$ cat src/rtl/misr_sig_analyzer.sv
// misr_sig_analyzer: compacts a fixed count of multiplier products into a Galois MISR signature
// and reports a registered pass/fail verdict against a golden value.
module misr_sig_analyzer #(
    parameter int               WIDTH    = 8,
    parameter logic [WIDTH-1:0] POLY     = 8'h1D,
    parameter logic [WIDTH-1:0] SEED     = 8'h00,
    parameter int               PATTERNS = 256,
    parameter logic [WIDTH-1:0] GOLDEN   = 8'hDE
) (
    input  logic             clk,
    input  logic             rst,
    input  logic             start,
    input  logic             resp_valid,
    input  logic [WIDTH-1:0] resp,
    output logic             busy,
    output logic             done,
    output logic             pass,
    output logic [WIDTH-1:0] signature,
    output logic [31:0]      verdict,
    output logic [15:0]      count
);
    typedef enum logic [1:0] {IDLE, COMPACT, COMPARE, DONE} state_t;
    localparam logic [31:0] PASS_WORD = 32'h50415353;
    localparam logic [31:0] FAIL_WORD = 32'h4641494C;
    localparam logic [15:0] LAST = 16'(PATTERNS - 1);
    state_t state;
    logic [WIDTH-1:0] next_sig;
    assign next_sig = {signature[WIDTH-2:0], 1'b0} ^ (signature[WIDTH-1] ? POLY : '0) ^ resp;
    always_ff @(posedge clk or negedge rst) begin
        if (!rst) begin
            state     <= IDLE;
            signature <= SEED;
            count     <= '0;
            busy      <= 1'b0;
            done      <= 1'b0;
            pass      <= 1'b0;
            verdict   <= '0;
        end else begin
            case (state)
                IDLE, DONE: if (start) begin
                    state     <= COMPACT;
                    signature <= SEED;
                    count     <= '0;
                    busy      <= 1'b1;
                    done      <= 1'b0;
                    pass      <= 1'b0;
                    verdict   <= '0;
                end
                COMPACT: if (resp_valid) begin
                    signature <= next_sig;
                    count     <= count + 16'd1;
                    if (count == LAST) state <= COMPARE;
                end
                COMPARE: begin
                    pass    <= signature == GOLDEN;
                    verdict <= (signature == GOLDEN) ? PASS_WORD : FAIL_WORD;
                    done    <= 1'b1;
                    busy    <= 1'b0;
                    state   <= DONE;
                end
                default: state <= IDLE;
            endcase
        end
    end
endmodule

$ cat config.mk
export PLATFORM = sky130hd
export DESIGN_NAME = misr_sig_analyzer
export DESIGN_NICKNAME = d
export VERILOG_FILES = /design/src/rtl/misr_sig_analyzer.sv
export SDC_FILE = /design/constraint.sdc
export NUM_CORES = 1
export LEC_CHECK = 0
export ABC_AREA = 1
export BUFFER_PORTS_ARGS = -buffer_cell sky130_fd_sc_hd__buf_2
export CAP_MARGIN = 30
export CORE_MARGIN = 3
export CORE_UTILIZATION = 35
export CTS_CLUSTER_DIAMETER = 100
export DETAILED_ROUTE_END_ITERATION = 16
export HOLD_SLACK_MARGIN = 0.02
export SLEW_MARGIN = 10
export SYNTH_ARGS = -nofsm -noshare
export SYNTH_HDL_FRONTEND = slang
export SYNTH_SLANG_ARGS = --single-unit
$ cat constraint.sdc
create_clock -name clk -period 1.46 [get_ports clk]
set_input_delay 0.146 -clock clk [delete_from_list [all_inputs] [get_ports clk]]
set_output_delay 0.146 -clock clk [all_outputs]
set_load 0.01 [all_outputs]
# Word level (Yosys, flattened, before mapping)
# Cells that the tools add are included.
[op_classes] addsub=1 n_eq_ne=8 mux=19 bitwise_logic=2 n_reduce_logical=7
[ops] op="$pmux 32 s2" n=1
[ops] op="$mux 16" n=2
[ops] op="$mux 32" n=1
[ops] op="$pmux 16 s2" n=1
[ops] op="$mux 29" n=1
[ops] op="$add 16x1->16 const B" n=1
[ops] op="$eq 16x8->1 const B" n=1
[ops] op="$mux 8" n=2
[ops] op="$pmux 8 s2" n=1
[ops] op="$eq 8x8->1 const B" n=1
[ops] op="$xor 8x5->8" n=1
[ops] op="$xor 8x8->8" n=1
[ops] op="$mux 2" n=3
[ops] op="$ne 2x2->1 const B" n=3
[ops] op="$pmux 1 s2" n=3
[ops] op="$pmux 2 s3" n=1
[ops] op="$reduce_and 3->1" n=2
[ops] op="$mux 5" n=1
[ops] op="$eq 2x2->1 const B" n=2
[ops] op="$reduce_bool 2->1" n=2
[ops] op="$eq 2x1->1 const B" n=1
[ops] op="$logic_not 2->1" n=1
[ops] op="$mux 1" n=2
[ops] op="$reduce_and 2->1" n=1
[ops] op="$reduce_or 2->1" n=1
[word_totals] regBits=61 inputBits=12 out_inout_bits=59 wordCells=44

# Depth between registers and ports, before layout
# Gate-level depths: netlist of run 1.
[depth] ltp_word=5 mapped_depth=12 mapped_depth_nobuf=10

# Worst setup path after synthesis of run 1
# Ideal clock, no wire load.
[synth_path] kind="register to register" start="register state[0]" end="register count[7]" setup_ns=0.120 t_arrival_ns=1.445 slack_ns=-0.104 path_stages_with_launch=9 path_buffers=0 synth_period_minus_slack_ns=1.564 path_cell_list="dfrtp_1 inv_1 ha_1 nand2_1 nand3_4 nor2_4 nand2_1 o21ai_0 nor2_1"
[synth_via] elab_chain_cells=4 elab_cells_between_ends=9 classes_between="4 x eq/ne; 1 x mux; 4 x reduce/logical"
[synth_rtl] item="start, declared" line_no="26" source="state_t state;"
[synth_rtl] item="start signal, assigned" line_no="31" source="state <= IDLE;"
[synth_rtl] item="start signal, assigned" line_no="41" source="state <= COMPACT;"
[synth_rtl] item="start signal, assigned" line_no="52" source="if (count == LAST) state <= COMPARE;"
[synth_rtl] item="$eq 2x2->1 / $logic_not 2->1 (equally long branches)" line_no="39" source="case (state)"
[synth_rtl] item="$reduce_or 2->1" line_no="39"
[synth_rtl] item="$ne 2x2->1 (no line) / $reduce_bool 2->1 (equally long branches)"
[synth_rtl] item="$reduce_and 3->1 (no line)"
[synth_rtl] item="end signal, assigned" line_no="51" source="count <= count + 16'd1;"
[synth_rtl] item="end, declared" line_no="20" source="output logic [15:0] count"
# Several ways; a longest one is shown, not always the timed one.
# A chain may end at the register's enable or synchronous reset.

# Worst setup path after layout of run 1
[layout_path] start="register state[1]" end="register count[7]"
# Same word-level chain as after synthesis.

==> results of run 1 <==
==> synthesized netlist by cell type, drive strengths merged <==
| master | instances | area share |
|---|---|---|
| o22ai | 3 | 0.0094 |
| or2 | 1 | 0.0032 |
| dfrtp | 30 | 0.38 |
| a21oi | 8 | 0.020 |
| o21ai | 10 | 0.025 |
| nand4 | 7 | 0.025 |
| nor3 | 4 | 0.010 |
| o21bai | 2 | 0.0076 |
| nor2 | 38 | 0.082 |
| nand3 | 9 | 0.029 |
| nand3b | 1 | 0.0038 |
| inv | 27 | 0.054 |
| o31ai | 2 | 0.0076 |
| conb | 1 | 0.0019 |
| o211ai | 1 | 0.0038 |
| clkbuf | 1 | 0.0025 |
| xnor2 | 6 | 0.026 |
| xor2 | 3 | 0.013 |
| and3 | 1 | 0.0038 |
| nand2 | 69 | 0.14 |
| buf | 34 | 0.13 |
| ha | 4 | 0.025 |
==> power by group through the flow <==
| stage | Combinational, W | Sequential, W | Clock [W] |
|---|---|---|---|
| final | 0.00316 | 0.00123 | 0.000691 |
| after global routing | 0.00348 | 0.00127 | 0.000739 |
| after CTS | 0.00256 | 0.00123 | 0.000709 |
| after detailed placement | 0.00234 | 0.00124 | 0 |
| after global placement | 0.00229 | 0.00124 | 0 |
| after floorplan | 0.00158 | 0.00129 | 0 |
==> worst min-delay path: stages <==
cell      delay, ns
buf_2          0.09
o211ai_1       0.07
o21ai_1        0.07
==> cell usage in the layout (no fill, tap or decap), drive strengths merged <==
master       synthesis  final
buf                 34     86
nand2               69     69
nor2                38     38
dfrtp               30     30
inv                 27     27
conb                 1     15
o21ai               10     10
nand3                9      9
a21oi                8      8
nand4                7      7
clkbuf               1      7
xnor2                6      6
nor3                 4      4
ha                   4      4
xor2                 3      3
o22ai                3      3
o21bai               2      2
o31ai                2      2
or2                  1      1
and3                 1      1
nand3b               1      1
o211ai               1      1
clkinv               0      1
dlygate4sd3          0      1
==> flip-flops by register name, summed over array words and instances, names as in the netlist <==
name and flops:
signature 8, count 16, verdict 3, state 2, busy 1
==> timing repair <==
action / in CTS / in global routing
pin swaps: 4 / 8
hold buffers: 1 / 0
resized for setup: 10 / 32
setup buffers: 3 / 7
endpoints found under the setup margin: 26 / 23
hold endpoints to repair: 30 / 0
cloned: 0 / 1
==> stage by stage <==
step	worst slack [ns]	hold slack, ns	instance area [sq um]	TNS (ns)
floorplan	-0.0204	-0.150	2050	-0.0238
global placement	-0.121	0.233	2300	-1.47
detailed placement	-0.151	0.241	2300	-2.13
CTS	-0.0593	0.126	2450	-0.169
global route	-0.192	0.167	2600	-2.05
finish	-0.0542	0.135	2600	-0.303
==> area by class of cell <==
cell class / instances / share of cell area
Multi-Input combinational cell: 184 / 0.391
Sequential cell: 30 / 0.289
Timing Repair Buffer: 87 / 0.208
Inverter: 27 / 0.0429
Tap cell: 70 / 0.0337
Clock buffer: 7 / 0.0332
Clock inverter: 1 / 0.00193
==> cell families (layout without fill, tap and decap cells) <==
kind of cell | count (synthesis) | after routing | share of synthesized area
buffers and inverters | 62 | 122 | 0.187
adders and majority gates | 4 | 4 | 0.0252
DFF | 30 | 30 | 0.378
other | 1 | 15 | 0.00189
xor gates and xnor gates | 9 | 9 | 0.0397
AOI/OAI and AO/OA | 26 | 26 | 0.0737
and+or+nand+nor | 130 | 130 | 0.295
==> routing by layer <==
metal / track usage / vias up
li1: - / 932
met1: 0.198 / 828
met2: 0.243 / 49
met3: 0.0288 / 7
met4: 0.0777 / 0
met5: 0 / -
==> path summary, 6_finish.rpt <==
check	cells after the start	to
setup / recovery	8	count[7]
hold / removal	3	signature[7]
setup reg to reg	8	count[7]
hold reg to reg	2	busy
max in group asynchronous	2	count[8]
min in group asynchronous	2	signature[2]
==> results.toml, run 1 <==
[status]
status = "finished, violations left"
violations = "setup timing"

[routing]
avgRoutedWirePerCell_um = 11.7
vias = 1816
drtIter0Drc = 69
routed_wl_mm = 4.74
highest_layer = "met4"
m1WireLength_mm = 2.11
met2_length_mm = 2.29
ant_nets = 0
drt-pass1-iter-count = 4
via_per_inst = 4.47
met3WireLength_um = 237
drc_errors = 0

[setup_path]
startpoint = "state[1]"
cp-end-kind = "flip-flop"
crit_required_ns = 1.64
reg2reg_from = "state[1]"
cpPeakStageDelay_ns = 0.43
path_cells = "ha_4, inv_4, nand2_4, nand3_4, nor2_4, nand2_2, o21ai_2, nor2_1"
crit_buf_inv = 1
cp-start-kind = "flip-flop"
critPathKind = "flip-flop to flip-flop"
cp_top_family = "simple AND/OR/NAND/NOR gates"
cp_max_fo = 7
crit_arrival_ns = 1.69
slowest_stage = "dfrtp_1"
rrSetupSlack_ns = -0.05

[timing]
period_share = 1.04
period_needed_ns = 1.51
worstMarginPinSlew_ns = 0.707
setup_viol = 10
drv_slew = 0
fmax_mhz = 660
fin_skew_ns = 0.00473
rsz0062_at_grt = "yes"
slew_headroom = 0.529
setup_slack_ns = -0.0542
hold_viol_final = 0

[pwr]
power_frac_comb = 0.622
power_w = 0.00508
intPower_w = 0.00293
power_leakage_nw = 1.40
ir_worst_vdd_v = 0.000909
switchingPower_w = 0.00215
power_frac_seq = 0.243
power.share.switching = 0.424
clkPwrFrac = 0.136
powerDensity_mw_per_mm2 = 1960

[yosys]
synthCells = 262
synth_cell_type_count = 31
synthesis.area_sq_mm = 0.00199
synth_area_per_cell_sq_um = 7.58
ys_ff_latch = 30
yosys_warnings = 0
ys_seq_area_frac = 0.378

[global_routing]
grt_overflow_total = 0
grt_use_total = 0.153
grt_pass1_wl_mm = 7.76
grt_max_degree = 31
antenna_found_initial = 0
grt_pass1_vias = 1693

[layout]
multi_input_area_sq_mm = 0.00102
fin_util = 0.490
n_antenna_cell = 0
drive_above_1_share = 0.384
regArea_sq_um = 751
area_growth_pct = 30.7
fillCellCount = 534
fin_nets = 351
final_cells = 406

[placement]
dpl.hpwl_mm = 3.44
gp_congestion = 0.774
dp_cells = 386
io_buffer_count = 55

[die]
fp.dieW_um = 81.3
fp.coreArea_sq_mm = 0.00530
std_cell_rows = 26
die_height_um = 81.3
ios = 71
initial_core_util = 0.375
die-area_sq_mm = 0.00662

[clock_network]
cts.sinks = 30
cts_buffers = 5
cts_tree = "built"
insertion_delay_ns = 0.29
cts_root_buffer = "clkbuf_8"
htreeDepth = 2
clockBufferDepth = 2
cts.clk_slew.worst_paths_ns = 0.06

[flow_run]
maxCapViolCount = 0

[worst_hold_path]
hp-start = "resp[7]"
hp-class = "input port to flip-flop"
(Power assumes the default switching activity.)
==> run 2: changes to the inputs <==
--- a/config.mk
+++ b/config.mk
@@ -13,6 +13,7 @@
 export CTS_CLUSTER_DIAMETER = 100
 export DETAILED_ROUTE_END_ITERATION = 16
 export HOLD_SLACK_MARGIN = 0.02
+export SETUP_SLACK_MARGIN = 0.4
 export SLEW_MARGIN = 10
 export SYNTH_ARGS = -nofsm -noshare
 export SYNTH_HDL_FRONTEND = slang
==> run 2 against run 1 <==
The flow still finishes with violations (setup timing). Setup slack got worse by 0.067 ns. Register-to-register slack got worse by 0.07 ns. Clock power about the same. Count of clock-buffer cells in the layout unchanged. First-iteration DRC count decreased by 25%. Final cell count increased by 0.74%. Non-clock buffer count is 3 higher. Critical path type unchanged. Largest cell class unchanged.
==> results.toml, run 2 (synthesized netlist as in run 1, its figures left out) <==
[setup_path]
worstRegToRegCells = 9
critPathKind = "flip-flop to flip-flop"
rr_endpoint = "count[6]"
cp-start-kind = "flip-flop"
crit_arrival_ns = 1.79
crit_required_ns = 1.67
reg2reg_from = "state[1]"
rrSetupSlack_ns = -0.12
cp_max_fo = 4
cp-end-kind = "flip-flop"

[layout]
largest_register_ffs = 16
stdcell_area_sq_mm = 0.00276
final_common_cell = "nand2_1"
regMostFlops = "count"
drive_above_1_share = 0.422
multi_input_area_sq_mm = 0.00106
reg.largest.list = "count: 16 flops, signature: 8 flops, verdict: 3 flops"
fillCellCount = 505
fin_nets = 354
n_antenna_cell = 0
area_growth_pct = 39.1
layout_common_cells = "57 x nand2_1, 47 x buf_2, 34 x nor2_1"
regArea_sq_um = 762
final_cells = 409

[placement]
dpl.hpwl_mm = 3.49
io_buffer_count = 55
gp_congestion = 0.785
dp_cells = 389
dpl_cell_area_sq_mm = 0.00235
post-place-ws_ns = -0.176

[pwr]
powerDensity_mw_per_mm2 = 1850
power_leakage_nw = 1.44
ir_worst_vdd_v = 0.000964

[global_routing]
grt_overflow_total = 0
grt_max_degree = 31
antenna_found_initial = 0
grt_use_total = 0.156
grt_pass1_wl_mm = 7.98
grt_pass1_vias = 1779

[clock_network]
cts.clk_slew.worst_paths_ns = 0.07
cts.sinks = 30
cts_tree = "built"
htreeDepth = 2
cts_buffers = 5
insertion_delay_ns = 0.28
cts_root_buffer = "clkbuf_8"
clockBufferDepth = 2

[routing]
drt-pass1-iter-count = 4
vias = 1858
routed_wl_mm = 4.81
drc_errors = 0
ant_nets = 0
drtIter0Drc = 52
via_per_inst = 4.54
avgRoutedWirePerCell_um = 11.8

[status]
status = "finished, violations left"
violations = "setup timing"

[die]
std_cell_rows = 26
die_height_um = 81.3
initial_core_util = 0.375
die-area_sq_mm = 0.00662
fp.dieW_um = 81.3
fp.coreArea_sq_mm = 0.00530
ios = 71

[worst_hold_path]
min_to = "signature[7]"
hp-class = "input port to flip-flop"
hp-start = "resp[7]"
whs_path_depth = 3

[timing]
setup_viol = 23
whs_ns = 0.136
period_needed_ns = 1.58
drv_slew = 0
setup_slack_ns = -0.121
tns_ns = -1.45
period_share = 1.08
rsz0062_at_grt = "yes"
hold_viol_final = 0
fin_skew_ns = 0.00578
fmax_mhz = 632

[flow_run]
maxCapViolCount = 0
-- run 2: cell count changes in the layout (fill, tap and decap cells not counted), moves of 3 or more --
cell	delta
buf_6	+12
dfrtp_1	-9
o22ai_1	-3
buf_2	-8
dfrtp_2	+9
buf_4	-3
-- run 2: layer usage --
layer	global-route usage	wire length, um	vias up	part of all wire
li1	-	-	933	-
met1	0.205	2170	870	0.45
met2	0.247	2310	44	0.48
met3	0.0310	202	11	0.042
met4	0.0709	127	0	0.026
met5	0	0	-	0
-- run 2: metrics by stage --
| stage | power [W] | util |
|---|---|---|
| 6_report | 0.00511 | 0.521 |
| 5_1_grt | 0.00552 | 0.521 |
| 4_1_cts | 0.00471 | 0.492 |
| 3_5_place_dp | 0.00372 | 0.444 |
| 3_3_place_gp | 0.00367 | 0.444 |
| 2_1_floorplan | 0.00290 | - |
-- run 2: how the worst max path moves through the flow --
stage	from	slack, ns	depth (start not counted)	end
3_3_place_gp	state[1]	-0.13	9	count[7]
2_1_floorplan	state[1]	-0.02	10	count[7]
4_1_cts	state[1]	-0.08	9	count[11]
6_report	state[1]	-0.12	9	count[6]
3_5_place_dp	state[1]	-0.18	10	count[9]
5_1_grt	state[1]	-0.22	9	count[11]
-- run 2: area by class of cell --
class	count	share of cell area
clock inverter	1	0.00181
inverter	27	0.0394
tap	70	0.0317
timing repair buffer	90	0.236
sequential	30	0.276
multi-input combinational	184	0.384
clock buffer	7	0.0312
-- run 2: repair_timing --
action / in CTS / in global routing
setup buffers: 7 / 4
hold endpoints to repair: 30 / 0
resized for setup: 28 / 35
hold buffers: 1 / 0
setup endpoints to repair: 39 / 57
pin swaps: 7 / 16
-- run 2: worst max-delay path: stages, from the launching register on --
cell and delay, ns:
dfrtp_2 0.44, ha_4 0.32, inv_4 0.04, nand2_4 0.06, nand3_4 0.07, buf_4 0.16
nor2_4 0.12, buf_4 0.11, o21ai_0 0.06, a21oi_1 0.12
-- run 2: power by group --
| group | leakage (nW) | internal [W] | switching (W) |
|---|---|---|---|
| clock | 0.0482 | 0.000380 | 0.000311 |
| sequential | 0.386 | 0.00104 | 0.000228 |
| combinational | 1.00 | 0.00154 | 0.00161 |
==> run 3: changes to the inputs <==
--- a/config.mk
+++ b/config.mk
@@ -5,12 +5,10 @@
 export SDC_FILE = /design/constraint.sdc
 export NUM_CORES = 1
 export LEC_CHECK = 0
-export ABC_AREA = 1
 export BUFFER_PORTS_ARGS = -buffer_cell sky130_fd_sc_hd__buf_2
 export CAP_MARGIN = 30
 export CORE_MARGIN = 3
 export CORE_UTILIZATION = 35
-export CTS_CLUSTER_DIAMETER = 100
 export DETAILED_ROUTE_END_ITERATION = 16
 export HOLD_SLACK_MARGIN = 0.02
 export SETUP_SLACK_MARGIN = 0.4
==> run 3 against run 2 <==
The flow still finishes with violations (setup timing). Sequential share of layout area fell by 1.5 points. Register-to-register slack got worse by 0.35 ns. Setup slack got worse by 0.35 ns. Critical path type unchanged. Largest cell class unchanged. Largest power group unchanged.
==> results.toml, run 3 <==
[setup_path]
critPathKind = "flip-flop to flip-flop"
cpPeakStageDelay_ns = 0.53
slowest_stage = "or4_4"
crit_required_ns = 1.69
cp-end-kind = "flip-flop"
reg2reg_from = "state[1]"
crit_arrival_ns = 2.16
startpoint = "state[1]"
path_cells = "ha_4, nor2b_4, or4_4, or4_4, nand2_2"
cp-start-kind = "flip-flop"
cp_max_fo = 6
crit_top_cell = "or4_4"

[routing]
routed_wl_mm = 5.09
via_per_inst = 4.95
ant_nets = 0
vias = 1741
drtIter0Drc = 112
drc_errors = 0
avgRoutedWirePerCell_um = 14.5
drt-pass1-iter-count = 4

[layout]
regMostFlops = "count"
fin_nets = 301
regArea_sq_um = 756
fillCellCount = 397
stdcell_area_sq_mm = 0.00290
multi_input_area_sq_mm = 0.00105
largest_register_ffs = 16
final_cells = 352
drive_above_1_share = 0.544
final_common_cell = "buf_6"
area_growth_pct = 58.4
n_antenna_cell = 0
layout_common_cells = "48 x buf_6, 38 x buf_2, 26 x dfrtp_1"
reg.largest.list = "count: 16 flops, signature: 8 flops, verdict: 3 flops"
fin_util = 0.594

[timing]
drv_slew = 0
period_needed_ns = 1.93
fmax_mhz = 518
period_share = 1.32
hold_viol_final = 0
setup_slack_ns = -0.471
setup_viol = 28
tns_ns = -5.86
rsz0062_at_grt = "yes"
fin_skew_ns = 0.00651

[yosys]
synthesis.area_sq_mm = 0.00183
async_reset_ff_frac = 1.00
synth_cell_type_count = 39
synth.top_cells.by_area = "dfrtp_1 41%, buf_4 13%, xnor2_1 5.7%"
synth_area_per_cell_sq_um = 9.53
post-synth-top-count-cell = "buf_4"
synth_top_area_frac = 0.410
yosys_warnings = 0
ys_ff_latch = 30
synth_edf_count = 0
yosys.area.top_type = "dfrtp_1"
synth_commonest_cells = "32 x buf_4, 30 x dfrtp_1, 18 x nand2_1, 12 x xnor2_1, 11 x nor2_1"
synth_ff_type = "dfrtp_1"
ys_seq_area_frac = 0.410
synthCells = 192

[clock_network]
clockBufferDepth = 2
insertion_delay_ns = 0.29
cts.sinks = 30
cts_tree = "built"
cts_root_buffer = "clkbuf_8"
cts_buffers = 5
cts.clk_slew.worst_paths_ns = 0.06
htreeDepth = 2

[pwr]
power_frac_comb = 0.589
power_w = 0.00434
ir_worst_vdd_v = 0.000893
intPower_w = 0.00264
switchingPower_w = 0.00170
clkPwrFrac = 0.145
power.share.switching = 0.391
power_leakage_nw = 1.39
power_frac_seq = 0.266
powerDensity_mw_per_mm2 = 1500

[placement]
gp_congestion = 0.869
io_buffer_count = 55
dpl.hpwl_mm = 3.30
dpl_cell_area_sq_mm = 0.00227
dp_cells = 326

[global_routing]
antenna_found_initial = 0
grt_pass1_vias = 1670
grt_use_total = 0.165
grt_max_degree = 31
grt_overflow_total = 0
grt_pass1_wl_mm = 8.00

[flow_run]
maxCapViolCount = 0

[die]
ios = 71
std_cell_rows = 25
initial_core_util = 0.375
die_height_um = 78.3
fp.dieW_um = 78.3
fp.coreArea_sq_mm = 0.00488
die-area_sq_mm = 0.00613

[status]
violations = "setup timing"
status = "finished, violations left"

[worst_hold_path]
hp-class = "input port to flip-flop"
hp-start = "resp[7]"
run 3: changes by cell type in the layout (fill, tap and decap cells not counted), moves of 8 or more:
cell | before | now
buf_2 | 47 | 38
nand2_2 | 9 | 1
inv_1 | 22 | 1
nor2_1 | 34 | 10
nand2_1 | 57 | 16
buf_6 | 16 | 48
run 3: power groups by stage:
stage | clock network [W] | registers [W] | logic (W)
after detailed placement | 0 | 0.00117 | 0.00163
after global routing | 0.000671 | 0.00118 | 0.00277
after CTS | 0.000643 | 0.00115 | 0.00206
after global placement | 0 | 0.00116 | 0.00162
after floorplan | 0 | 0.00120 | 0.00119
final | 0.000632 | 0.00115 | 0.00256
run 3: area by class of cell:
| type | count | area share |
|---|---|---|
| Clock buffer | 5 | 0.0237 |
| Clock inverter | 2 | 0.00345 |
| Inverter | 3 | 0.00388 |
| Multi-Input combinational cell | 135 | 0.362 |
| Sequential cell | 30 | 0.261 |
| Tap cell | 67 | 0.0289 |
| Timing Repair Buffer | 110 | 0.318 |
run 3: logic make-up after synthesis:
kind of cell / count (synthesis) / synth area share
AO/OA/AOI/OAI: 30 / 0.111
XOR/XNOR: 18 / 0.0861
adder cells (fa/ha/maj): 4 / 0.0273
buffers and inverters: 42 / 0.154
flip-flops: 30 / 0.410
multiplexers: 3 / 0.0171
other: 1 / 0.00205
AND/OR/NAND/NOR: 64 / 0.192
run 3: worst paths after layout:
| check | endpoint | slack (ns) | depth (start not counted) |
|---|---|---|---|
| setup / recovery | count[10] | -0.47 | 5 |
| hold / removal | signature[7] | 0.15 | 4 |
| setup reg to reg | count[10] | -0.47 | 5 |
| hold reg to reg | busy | 0.54 | 2 |
| max in group asynchronous | verdict[22] | 0.77 | 2 |
| min in group asynchronous | count[5] | 0.36 | 2 |
run 3: metrics by stage:
step                hold WS [ns]  setup slack (ns)
detailed placement         0.225            -0.566
CTS                        0.152            -0.458
global route               0.177            -0.521
finish                     0.150            -0.471
global placement           0.221            -0.494
floorplan                 -0.150            -0.624
run 3: worst max-delay path: cells and delay by family, from the launching register on:
kind,cells,cell delay (ns)
adders and majority gates,1,0.27
DFF,1,0.42
and+or+nand+nor,4,1.18
run 3: routing by layer:
layer,global-route usage,routed length (um)
met1,0.195,2030
met2,0.285,2690
met3,0.0356,223
met4,0.0752,146
met5,0,0
run 3: timing repair:
action / CTS / global route
gates resized for setup: 59 / 34
hold buffers: 1 / 0
endpoints found under the hold margin: 30 / 0
endpoints found under the setup margin: 53 / 62
pin swaps: 10 / 10
setup buffers: 8 / 9
gates cloned: 1 / 0
